File: config.mk
export PLATFORM = sky130hd
export DESIGN_NAME = pipeline_stall_controller_flat
export DESIGN_NICKNAME = d
export VERILOG_FILES = /design/src/rtl/pipeline_stall_controller_pkg.sv /design/src/rtl/pipeline_stall_controller_if.sv /design/src/rtl/pipeline_stall_controller_load_use_detect.sv /design/src/rtl/pipeline_stall_controller.sv /design/src/flat_wrapper.sv
export SDC_FILE = /design/constraint.sdc
export NUM_CORES = 1
export LEC_CHECK = 0
export CAP_MARGIN = 20
export CORE_MARGIN = 2
export CORE_UTILIZATION = 50
export DETAILED_ROUTE_END_ITERATION = 16
export MAX_ROUTING_LAYER = met4
export PLACE_DENSITY = 0.82
export SLEW_MARGIN = 40
export SYNTH_ARGS = -nofsm -noshare
export SYNTH_HDL_FRONTEND = slang
export SYNTH_HIERARCHICAL = 1
export SYNTH_SLANG_ARGS = --single-unit
export TNS_END_PERCENT = 20
File: constraint.sdc
create_clock -name clk -period 2.6 [get_ports clk]
set_clock_uncertainty 0.2 [all_clocks]
set_input_delay 0.26 -clock clk [delete_from_list [all_inputs] [get_ports clk]]
set_output_delay 0.26 -clock clk [all_outputs]
set_load 0.01 [all_outputs]
File: src/rtl/pipeline_stall_controller_pkg.sv
// ---------------------------------------------------------------------------
// pipeline_ctrl_pkg
// Shared definitions for the 5-stage MIPS pipeline stall controller:
//   state_e     controller state encoding
//   NOP_INSTR   instruction word loaded into a flushed/bubbled register
//   REG_ADDR_W  register-file address width (rs/rt fields)
// ---------------------------------------------------------------------------
package pipeline_ctrl_pkg;

  typedef enum logic [1:0] {
    ST_INIT     = 2'd0,
    ST_RUN      = 2'd1,
    ST_MEM_WAIT = 2'd2,
    ST_TIMEOUT  = 2'd3
  } state_e;

  localparam logic [31:0] NOP_INSTR  = 32'h0000_0000;
  localparam int          REG_ADDR_W = 5;

endpackage

File: src/rtl/pipeline_stall_controller_if.sv
// ---------------------------------------------------------------------------
// pipeline_stall_if
// Groups the hazard inputs and hold/flush/bubble controls exchanged between
// the pipeline datapath and the stall controller.
//   master : datapath side  - drives hazard info, receives controls
//   slave  : controller side - receives hazard info, drives controls
// Hazard info : id_rs, id_rt, id_uses_rt, ex_mem_read, ex_rt,
//               branch_taken, mem_busy
// Controls    : pc_disable, ifid_hold, ifid_flush, idex_bubble,
//               pipe_freeze, halted, stall_count, flush_count
// ---------------------------------------------------------------------------
interface pipeline_stall_if #(
  parameter int CNT_W = 16
);
  import pipeline_ctrl_pkg::*;

  logic [REG_ADDR_W-1:0] id_rs;
  logic [REG_ADDR_W-1:0] id_rt;
  logic                  id_uses_rt;
  logic                  ex_mem_read;
  logic [REG_ADDR_W-1:0] ex_rt;
  logic                  branch_taken;
  logic                  mem_busy;

  logic                  pc_disable;
  logic                  ifid_hold;
  logic                  ifid_flush;
  logic                  idex_bubble;
  logic                  pipe_freeze;
  logic                  halted;
  logic [CNT_W-1:0]      stall_count;
  logic [CNT_W-1:0]      flush_count;

  modport master (
    output id_rs, id_rt, id_uses_rt, ex_mem_read, ex_rt, branch_taken, mem_busy,
    input  pc_disable, ifid_hold, ifid_flush, idex_bubble, pipe_freeze, halted,
           stall_count, flush_count
  );

  modport slave (
    input  id_rs, id_rt, id_uses_rt, ex_mem_read, ex_rt, branch_taken, mem_busy,
    output pc_disable, ifid_hold, ifid_flush, idex_bubble, pipe_freeze, halted,
           stall_count, flush_count
  );

endinterface

File: src/rtl/pipeline_stall_controller_load_use_detect.sv
// ---------------------------------------------------------------------------
// load_use_detect
// Combinational load-use hazard comparator. Flags when the load in EX writes
// a register the ID instruction reads. Register 0 is hard-wired zero, so a
// load targeting it never creates a dependency.
// Ports:
//   id_rs, id_rt   source fields of the ID instruction
//   id_uses_rt     ID instruction actually reads rt
//   ex_mem_read    EX instruction is a load
//   ex_rt          destination of the load in EX
//   lu_hazard      1 = ID must stall one cycle
// ---------------------------------------------------------------------------
module load_use_detect
  import pipeline_ctrl_pkg::*;
(
  input  logic [REG_ADDR_W-1:0] id_rs,
  input  logic [REG_ADDR_W-1:0] id_rt,
  input  logic                  id_uses_rt,
  input  logic                  ex_mem_read,
  input  logic [REG_ADDR_W-1:0] ex_rt,
  output logic                  lu_hazard
);

  logic rs_match_s;
  logic rt_match_s;

  assign rs_match_s = (ex_rt == id_rs);
  assign rt_match_s = id_uses_rt & (ex_rt == id_rt);
  assign lu_hazard  = ex_mem_read & (ex_rt != 5'd0) & (rs_match_s | rt_match_s);

endmodule

File: src/rtl/pipeline_stall_controller.sv
// ---------------------------------------------------------------------------
// pipeline_stall_controller
// Generates PC hold, IF/ID hold/flush, ID/EX bubble and ID/EX+EX/MEM freeze
// for the 5-stage MIPS pipeline. Handles post-reset fill, memory waits,
// taken-branch flushes and load-use stalls, in that priority. Keeps
// saturating stall/flush counters and a sticky memory-timeout halt.
// Ports:
//   clk    rising-edge clock
//   reset  asynchronous, active-low
//   bus    pipeline_stall_if.slave (hazard inputs in, controls out)
// Controls are combinational from state and inputs so they act in the same
// cycle; state, counters and halted are registered.
// ---------------------------------------------------------------------------
module pipeline_stall_controller
  import pipeline_ctrl_pkg::*;
#(
  parameter int INIT_CYCLES = 3,
  parameter int MAX_WAIT    = 16,
  parameter int CNT_W       = 16
) (
  input  logic                  clk,
  input  logic                  reset,
  pipeline_stall_if.slave       bus
);

  localparam int               INIT_W    = $clog2(INIT_CYCLES + 1);
  localparam int               WAIT_W    = $clog2(MAX_WAIT + 1);
  localparam logic [INIT_W-1:0] INIT_LAST = INIT_W'(INIT_CYCLES - 1);
  localparam logic [WAIT_W-1:0] WAIT_MAX  = WAIT_W'(MAX_WAIT);
  localparam logic [CNT_W-1:0]  CNT_MAX   = {CNT_W{1'b1}};

  state_e             state_r;
  logic [INIT_W-1:0]  init_cnt_r;
  logic [WAIT_W-1:0]  wait_cnt_r;
  logic [CNT_W-1:0]   stall_count_r;
  logic [CNT_W-1:0]   flush_count_r;
  logic               halted_r;

  logic               lu_hazard_s;
  logic               pc_disable_s;
  logic               ifid_hold_s;
  logic               ifid_flush_s;
  logic               idex_bubble_s;
  logic               pipe_freeze_s;

  load_use_detect u_load_use_detect (
    .id_rs       (bus.id_rs),
    .id_rt       (bus.id_rt),
    .id_uses_rt  (bus.id_uses_rt),
    .ex_mem_read (bus.ex_mem_read),
    .ex_rt       (bus.ex_rt),
    .lu_hazard   (lu_hazard_s)
  );

  // Same-cycle pipeline controls decoded from state and hazard inputs.
  always_comb begin
    pc_disable_s  = 1'b0;
    ifid_hold_s   = 1'b0;
    ifid_flush_s  = 1'b0;
    idex_bubble_s = 1'b0;
    pipe_freeze_s = 1'b0;
    if (!reset) begin
      // PC held while in reset; everything else released.
      pc_disable_s = 1'b1;
    end else begin
      case (state_r)
        ST_INIT: begin
          pc_disable_s  = 1'b1;
          ifid_flush_s  = 1'b1;
          idex_bubble_s = 1'b1;
        end
        ST_RUN: begin
          if (bus.mem_busy) begin
            pc_disable_s  = 1'b1;
            ifid_hold_s   = 1'b1;
            pipe_freeze_s = 1'b1;
          end else if (bus.branch_taken) begin
            // Flush kills the ID instruction, so any load-use hazard is moot.
            ifid_flush_s  = 1'b1;
            idex_bubble_s = 1'b1;
          end else if (lu_hazard_s) begin
            pc_disable_s  = 1'b1;
            ifid_hold_s   = 1'b1;
            idex_bubble_s = 1'b1;
          end else begin
            pc_disable_s  = 1'b0;
          end
        end
        ST_MEM_WAIT, ST_TIMEOUT: begin
          // EX is frozen; branch/hazard inputs are re-presented after release.
          pc_disable_s  = 1'b1;
          ifid_hold_s   = 1'b1;
          pipe_freeze_s = 1'b1;
        end
        default: begin
          pc_disable_s  = 1'b1;
          ifid_hold_s   = 1'b1;
          pipe_freeze_s = 1'b1;
        end
      endcase
    end
  end

  // State sequencing, wait/fill counters, statistics counters and halt flag.
  always_ff @(posedge clk or negedge reset) begin
    if (!reset) begin
      state_r       <= ST_INIT;
      init_cnt_r    <= '0;
      wait_cnt_r    <= '0;
      stall_count_r <= '0;
      flush_count_r <= '0;
      halted_r      <= 1'b0;
    end else begin
      if (pc_disable_s && (stall_count_r != CNT_MAX)) begin
        stall_count_r <= stall_count_r + CNT_W'(1);
      end
      case (state_r)
        ST_INIT: begin
          init_cnt_r <= init_cnt_r + INIT_W'(1);
          if (init_cnt_r == INIT_LAST) begin
            state_r <= ST_RUN;
          end
        end
        ST_RUN: begin
          if (bus.mem_busy) begin
            state_r    <= ST_MEM_WAIT;
            wait_cnt_r <= WAIT_W'(1);
          end else if (bus.branch_taken && (flush_count_r != CNT_MAX)) begin
            flush_count_r <= flush_count_r + CNT_W'(1);
          end
        end
        ST_MEM_WAIT: begin
          if (!bus.mem_busy) begin
            state_r    <= ST_RUN;
            wait_cnt_r <= '0;
          end else if (wait_cnt_r == WAIT_MAX) begin
            state_r  <= ST_TIMEOUT;
            halted_r <= 1'b1;
          end else begin
            wait_cnt_r <= wait_cnt_r + WAIT_W'(1);
          end
        end
        ST_TIMEOUT: begin
          halted_r <= 1'b1;
        end
        default: begin
          state_r <= ST_INIT;
        end
      endcase
    end
  end

  assign bus.pc_disable  = pc_disable_s;
  assign bus.ifid_hold   = ifid_hold_s;
  assign bus.ifid_flush  = ifid_flush_s;
  assign bus.idex_bubble = idex_bubble_s;
  assign bus.pipe_freeze = pipe_freeze_s;
  assign bus.halted      = halted_r;
  assign bus.stall_count = stall_count_r;
  assign bus.flush_count = flush_count_r;

endmodule
File: src/flat_wrapper.sv
// flat-port wrapper written by rule: the top's interface ports become plain ports
module pipeline_stall_controller_flat import pipeline_ctrl_pkg::*;
#(
  parameter int INIT_CYCLES = 3,
  parameter int MAX_WAIT    = 16,
  parameter int CNT_W       = 16
)
  (clk, reset, bus_id_rs, bus_id_rt, bus_id_uses_rt, bus_ex_mem_read, bus_ex_rt, bus_branch_taken, bus_mem_busy, bus_pc_disable, bus_ifid_hold, bus_ifid_flush, bus_idex_bubble, bus_pipe_freeze, bus_halted, bus_stall_count, bus_flush_count);
  pipeline_stall_if #(.CNT_W(CNT_W)) bus_i ();
  input  logic clk;
  input  logic reset;
  input wire logic [$bits(bus_i.id_rs)-1:0] bus_id_rs;
  input wire logic [$bits(bus_i.id_rt)-1:0] bus_id_rt;
  input wire logic [$bits(bus_i.id_uses_rt)-1:0] bus_id_uses_rt;
  input wire logic [$bits(bus_i.ex_mem_read)-1:0] bus_ex_mem_read;
  input wire logic [$bits(bus_i.ex_rt)-1:0] bus_ex_rt;
  input wire logic [$bits(bus_i.branch_taken)-1:0] bus_branch_taken;
  input wire logic [$bits(bus_i.mem_busy)-1:0] bus_mem_busy;
  output wire logic [$bits(bus_i.pc_disable)-1:0] bus_pc_disable;
  output wire logic [$bits(bus_i.ifid_hold)-1:0] bus_ifid_hold;
  output wire logic [$bits(bus_i.ifid_flush)-1:0] bus_ifid_flush;
  output wire logic [$bits(bus_i.idex_bubble)-1:0] bus_idex_bubble;
  output wire logic [$bits(bus_i.pipe_freeze)-1:0] bus_pipe_freeze;
  output wire logic [$bits(bus_i.halted)-1:0] bus_halted;
  output wire logic [$bits(bus_i.stall_count)-1:0] bus_stall_count;
  output wire logic [$bits(bus_i.flush_count)-1:0] bus_flush_count;
  assign bus_i.id_rs = bus_id_rs;
  assign bus_i.id_rt = bus_id_rt;
  assign bus_i.id_uses_rt = bus_id_uses_rt;
  assign bus_i.ex_mem_read = bus_ex_mem_read;
  assign bus_i.ex_rt = bus_ex_rt;
  assign bus_i.branch_taken = bus_branch_taken;
  assign bus_i.mem_busy = bus_mem_busy;
  assign bus_pc_disable = bus_i.pc_disable;
  assign bus_ifid_hold = bus_i.ifid_hold;
  assign bus_ifid_flush = bus_i.ifid_flush;
  assign bus_idex_bubble = bus_i.idex_bubble;
  assign bus_pipe_freeze = bus_i.pipe_freeze;
  assign bus_halted = bus_i.halted;
  assign bus_stall_count = bus_i.stall_count;
  assign bus_flush_count = bus_i.flush_count;
  pipeline_stall_controller #(.INIT_CYCLES(INIT_CYCLES), .MAX_WAIT(MAX_WAIT), .CNT_W(CNT_W)) u_core (.clk(clk), .reset(reset), .bus(bus_i));
endmodule
==> PnR_summary.wiki <==
{| class="wikitable"
! Metric !! Value
|-
| Result of the run || finished clean
|-
| Global-route wire length before repair || 9140 um
|-
| Initial DRC Count || 139
|-
| Most frequently used cell type in the post-synthesis netlist || dfrtp_1
|-
| Standard-cell rows || 25
|-
| Category of the most critical setup path || reg -> out
|-
| Dominant register cell in the synthesized netlist || dfrtp_1
|-
| Number of vias after detailed routing || 2019
|-
| Syn Area/Cell || 10.2 um^2
|-
| Largest net degree at the start of global routing || 35
|-
| Unrepaired setup endpoints after global routing || no
|-
| Vias in the first global route || between 1500 and 2000
|-
| Die extent in y || 73.6 um
|-
| First drt pass iteration count || 4
|-
| Number of setup buffers added after CTS || 0
|-
| Fin nets || approximately 340
|-
| Wirelength, routed || ~5400 um
|-
| Number of sinks driven by the clock tree || 42
|-
| Min-delay worst type || in -> async
|-
| Register-to-register setup slack || just under 0.4 ns
|-
| Initial antenna violation count || 0
|-
| Number of failing setup endpoints in the final timing report || 0
|-
| Total chip power || 2.82 mW
|-
| Synth top cells by count || dfrtp_1 (42), xor2_1 (30), nand2_1 (22)
|-
| Synth top area share || 0.434
|-
| Number of instances in the synthesized netlist || 237
|-
| Count of buffers inserted at the top-level ports || 58
|-
| Net count after synthesis || 269
|-
| Worst setup margin || 0.166 ns
|-
| Hold_ws || 0.222 ns
|-
| Count of unique library cells instantiated by Yosys || 46
|-
| DR vias/cell || 5.55
|-
| Capturing element type of the critical path || output pin
|-
| Number of placed I/O pins || between 50 and 60
|-
| Mapped Area || 2420 um^2
|-
| Final min period || approximately 2.4 ns
|-
| Leakage dissipation || 1.41 nW
|-
| Worst R2R End || u_core/bus.flush_count[10]
|-
| Post-place setup slack || -0.306 ns
|-
| Total congestion overflow || 0
|-
| Remaining DRCs || 0
|-
| Reg2Reg Depth || 7
|-
| Chip Width || 73.6 um
|-
| Die Area || ~5400 um^2
|-
| Type of origin of the critical path || flop
|-
| Number of buffers inserted during clock tree synthesis || 5
|-
| Overall global routing resource usage || 0.222
|-
| Final HPWL DP || roughly 4100 um
|-
| CTS clock-pin slew for the worst setup and hold paths || 0.08 ns
|-
| Wire length per cell after detailed routing || 14.7 um
|-
| Layout cell share with drive strength beyond 1 || 0.135
|-
| Syn. warnings || 6
|-
| Power density over the cells || between 800 and 900 nW/um^2
|-
| R2R Path Start || u_core/state_r[1]
|-
| Async set or reset register ratio after synthesis || 1.00
|-
| Core Footprint || 4690 um^2
|-
| Residual antenna-violating net count after detailed routing || 0
|-
| EDFF count, synth || 0
|-
| Count of final hold-check violations || 0
|-
| Max Clk Rate || 411 MHz
|-
| Initial Utilization || 0.517
|-
| Final critical-path share of the clock period || 0.936
|-
| Max Root-Sink Buffers || 2
|-
| Clock latency at the later pin of the worst-skew pair || 0.29 ns
|-
| Max Cap Viol || 0
|-
| Largest fanout on the critical path || 6
|-
| Total count of max-transition violations in the final report || 0
|-
| Number of H-tree branching levels || 2
|-
| Required time at the worst-slack endpoint || ~2.1 ns
|-
| TritonCTS clock tree || done
|-
| Max IR drop VDD || 0.626 mV
|-
| Seq. cell area || 1050 um^2
|-
| Total of fill cells in the finished design || 363
|-
| Synth area leaders || dfrtp_1 (43%), xor2_1 (11%), ha_1 (5.7%)
|-
| Ant diodes || 0
|-
| Transition at the pin with the smallest max-transition slack || 0.489 ns
|-
| Cell taking the most area after synthesis || dfrtp_1
|-
| WP data arrival || approximately 2 ns
|-
| Slew HR || 0.674
|-
| Number of storage elements in the synthesis netlist || 42
|-
| Gp weighted congestion || 0.809
|-
| Root Buffer Master || clkbuf_8
|-
| Sequential fraction of the synthesis area || 0.434
|-
| Multi-input combinational cell area || 1340 um^2
|-
| Area growth syn-to-layout || 34.9%
|}
## flip-flops by register name (all words and copies together) (netlist names)
signal / flops
u_core/bus.halted: 1
u_core/state_r: 2
u_core/wait_cnt_r: 5
u_core/bus.stall_count: 16
u_core/bus.flush_count: 16
u_core/init_cnt_r: 2
## layer usage
metal | track usage | part of all wire
met4 | 0.0707 | 0.0090
met1 | 0.283 | 0.44
met2 | 0.347 | 0.51
met5 | - | 0
met3 | 0.0535 | 0.040
## final cells by class
type | instances | area share
Clock inverter | 2 | 0.0115
Timing Repair Buffer | 70 | 0.204
Sequential cell | 42 | 0.321
Multi-Input combinational cell | 181 | 0.410
Inverter | 9 | 0.0103
Clock buffer | 6 | 0.0222
Tap cell | 54 | 0.0207
## repair_timing
action	4_1_cts	5_1_grt
hold buffers	1	0
resized for setup	10	8
endpoints found under the setup margin	4	10
pin swaps	0	2
hold endpoints to repair	8	0
## cell usage in the layout, fill, tap and decap left out, drive strengths merged, types with 5 or more instances in the layout
cell type / n
a21oi: 8
and3: 7
and4: 5
buf: 12
clkbuf: 7
clkdlybuf4s50: 49
dfrtp: 42
ha: 11
inv: 9
nand2: 22
nand3: 12
nand4: 8
nor2: 6
nor3: 9
nor4: 8
o21ai: 9
xnor2: 11
xor2: 30
## worst max path at each step
stage,endpoint,startpoint,slack (ns)
global route,u_core/bus.stall_count[14],bus_id_rt[2],0.02
global placement,bus_pc_disable,bus_ex_rt[0],-0.24
finish,bus_pipe_freeze,u_core/state_r[0],0.17
CTS,bus_pc_disable,bus_ex_rt[3],0.004
detailed placement,bus_pc_disable,bus_ex_rt[0],-0.31
floorplan,u_core/bus.stall_count[14],bus_ex_rt[3],0.28
## critical path: stages, from the launching register on
cell	delay, ns
dfrtp_1	0.42
inv_1	0.14
ha_1	0.29
nor2_1	0.10
a21oi_1	0.17
clkdlybuf4s50_1	0.56
## stage by stage
step           instances   util  TNS (ns)  instance area (um^2)
5_1_grt              364  0.697         0                  3270
6_report             364  0.697         0                  3270
3_5_place_dp         355  0.666     -3.27                  3120
3_3_place_gp         355  0.666     -2.04                  3120
2_1_floorplan        237      -         0                  2420
4_1_cts              364  0.693         0                  3250
## power breakdown
group,switching [mW],internal (mW)
combinational,0.576,0.654
sequential,0.234,0.850
clock,0.219,0.286
## cell families after synthesis
logic type               synth area share
XOR/XNOR                            0.151
adder cells (fa/ha/maj)            0.0568
flip-flops                          0.434
buffers and inverters              0.0248
AND/OR/NAND/NOR                     0.232
AO/OA/AOI/OAI                      0.0831
multiplexers                       0.0181
No activity file was read; power rests on OpenSTA's default activity.
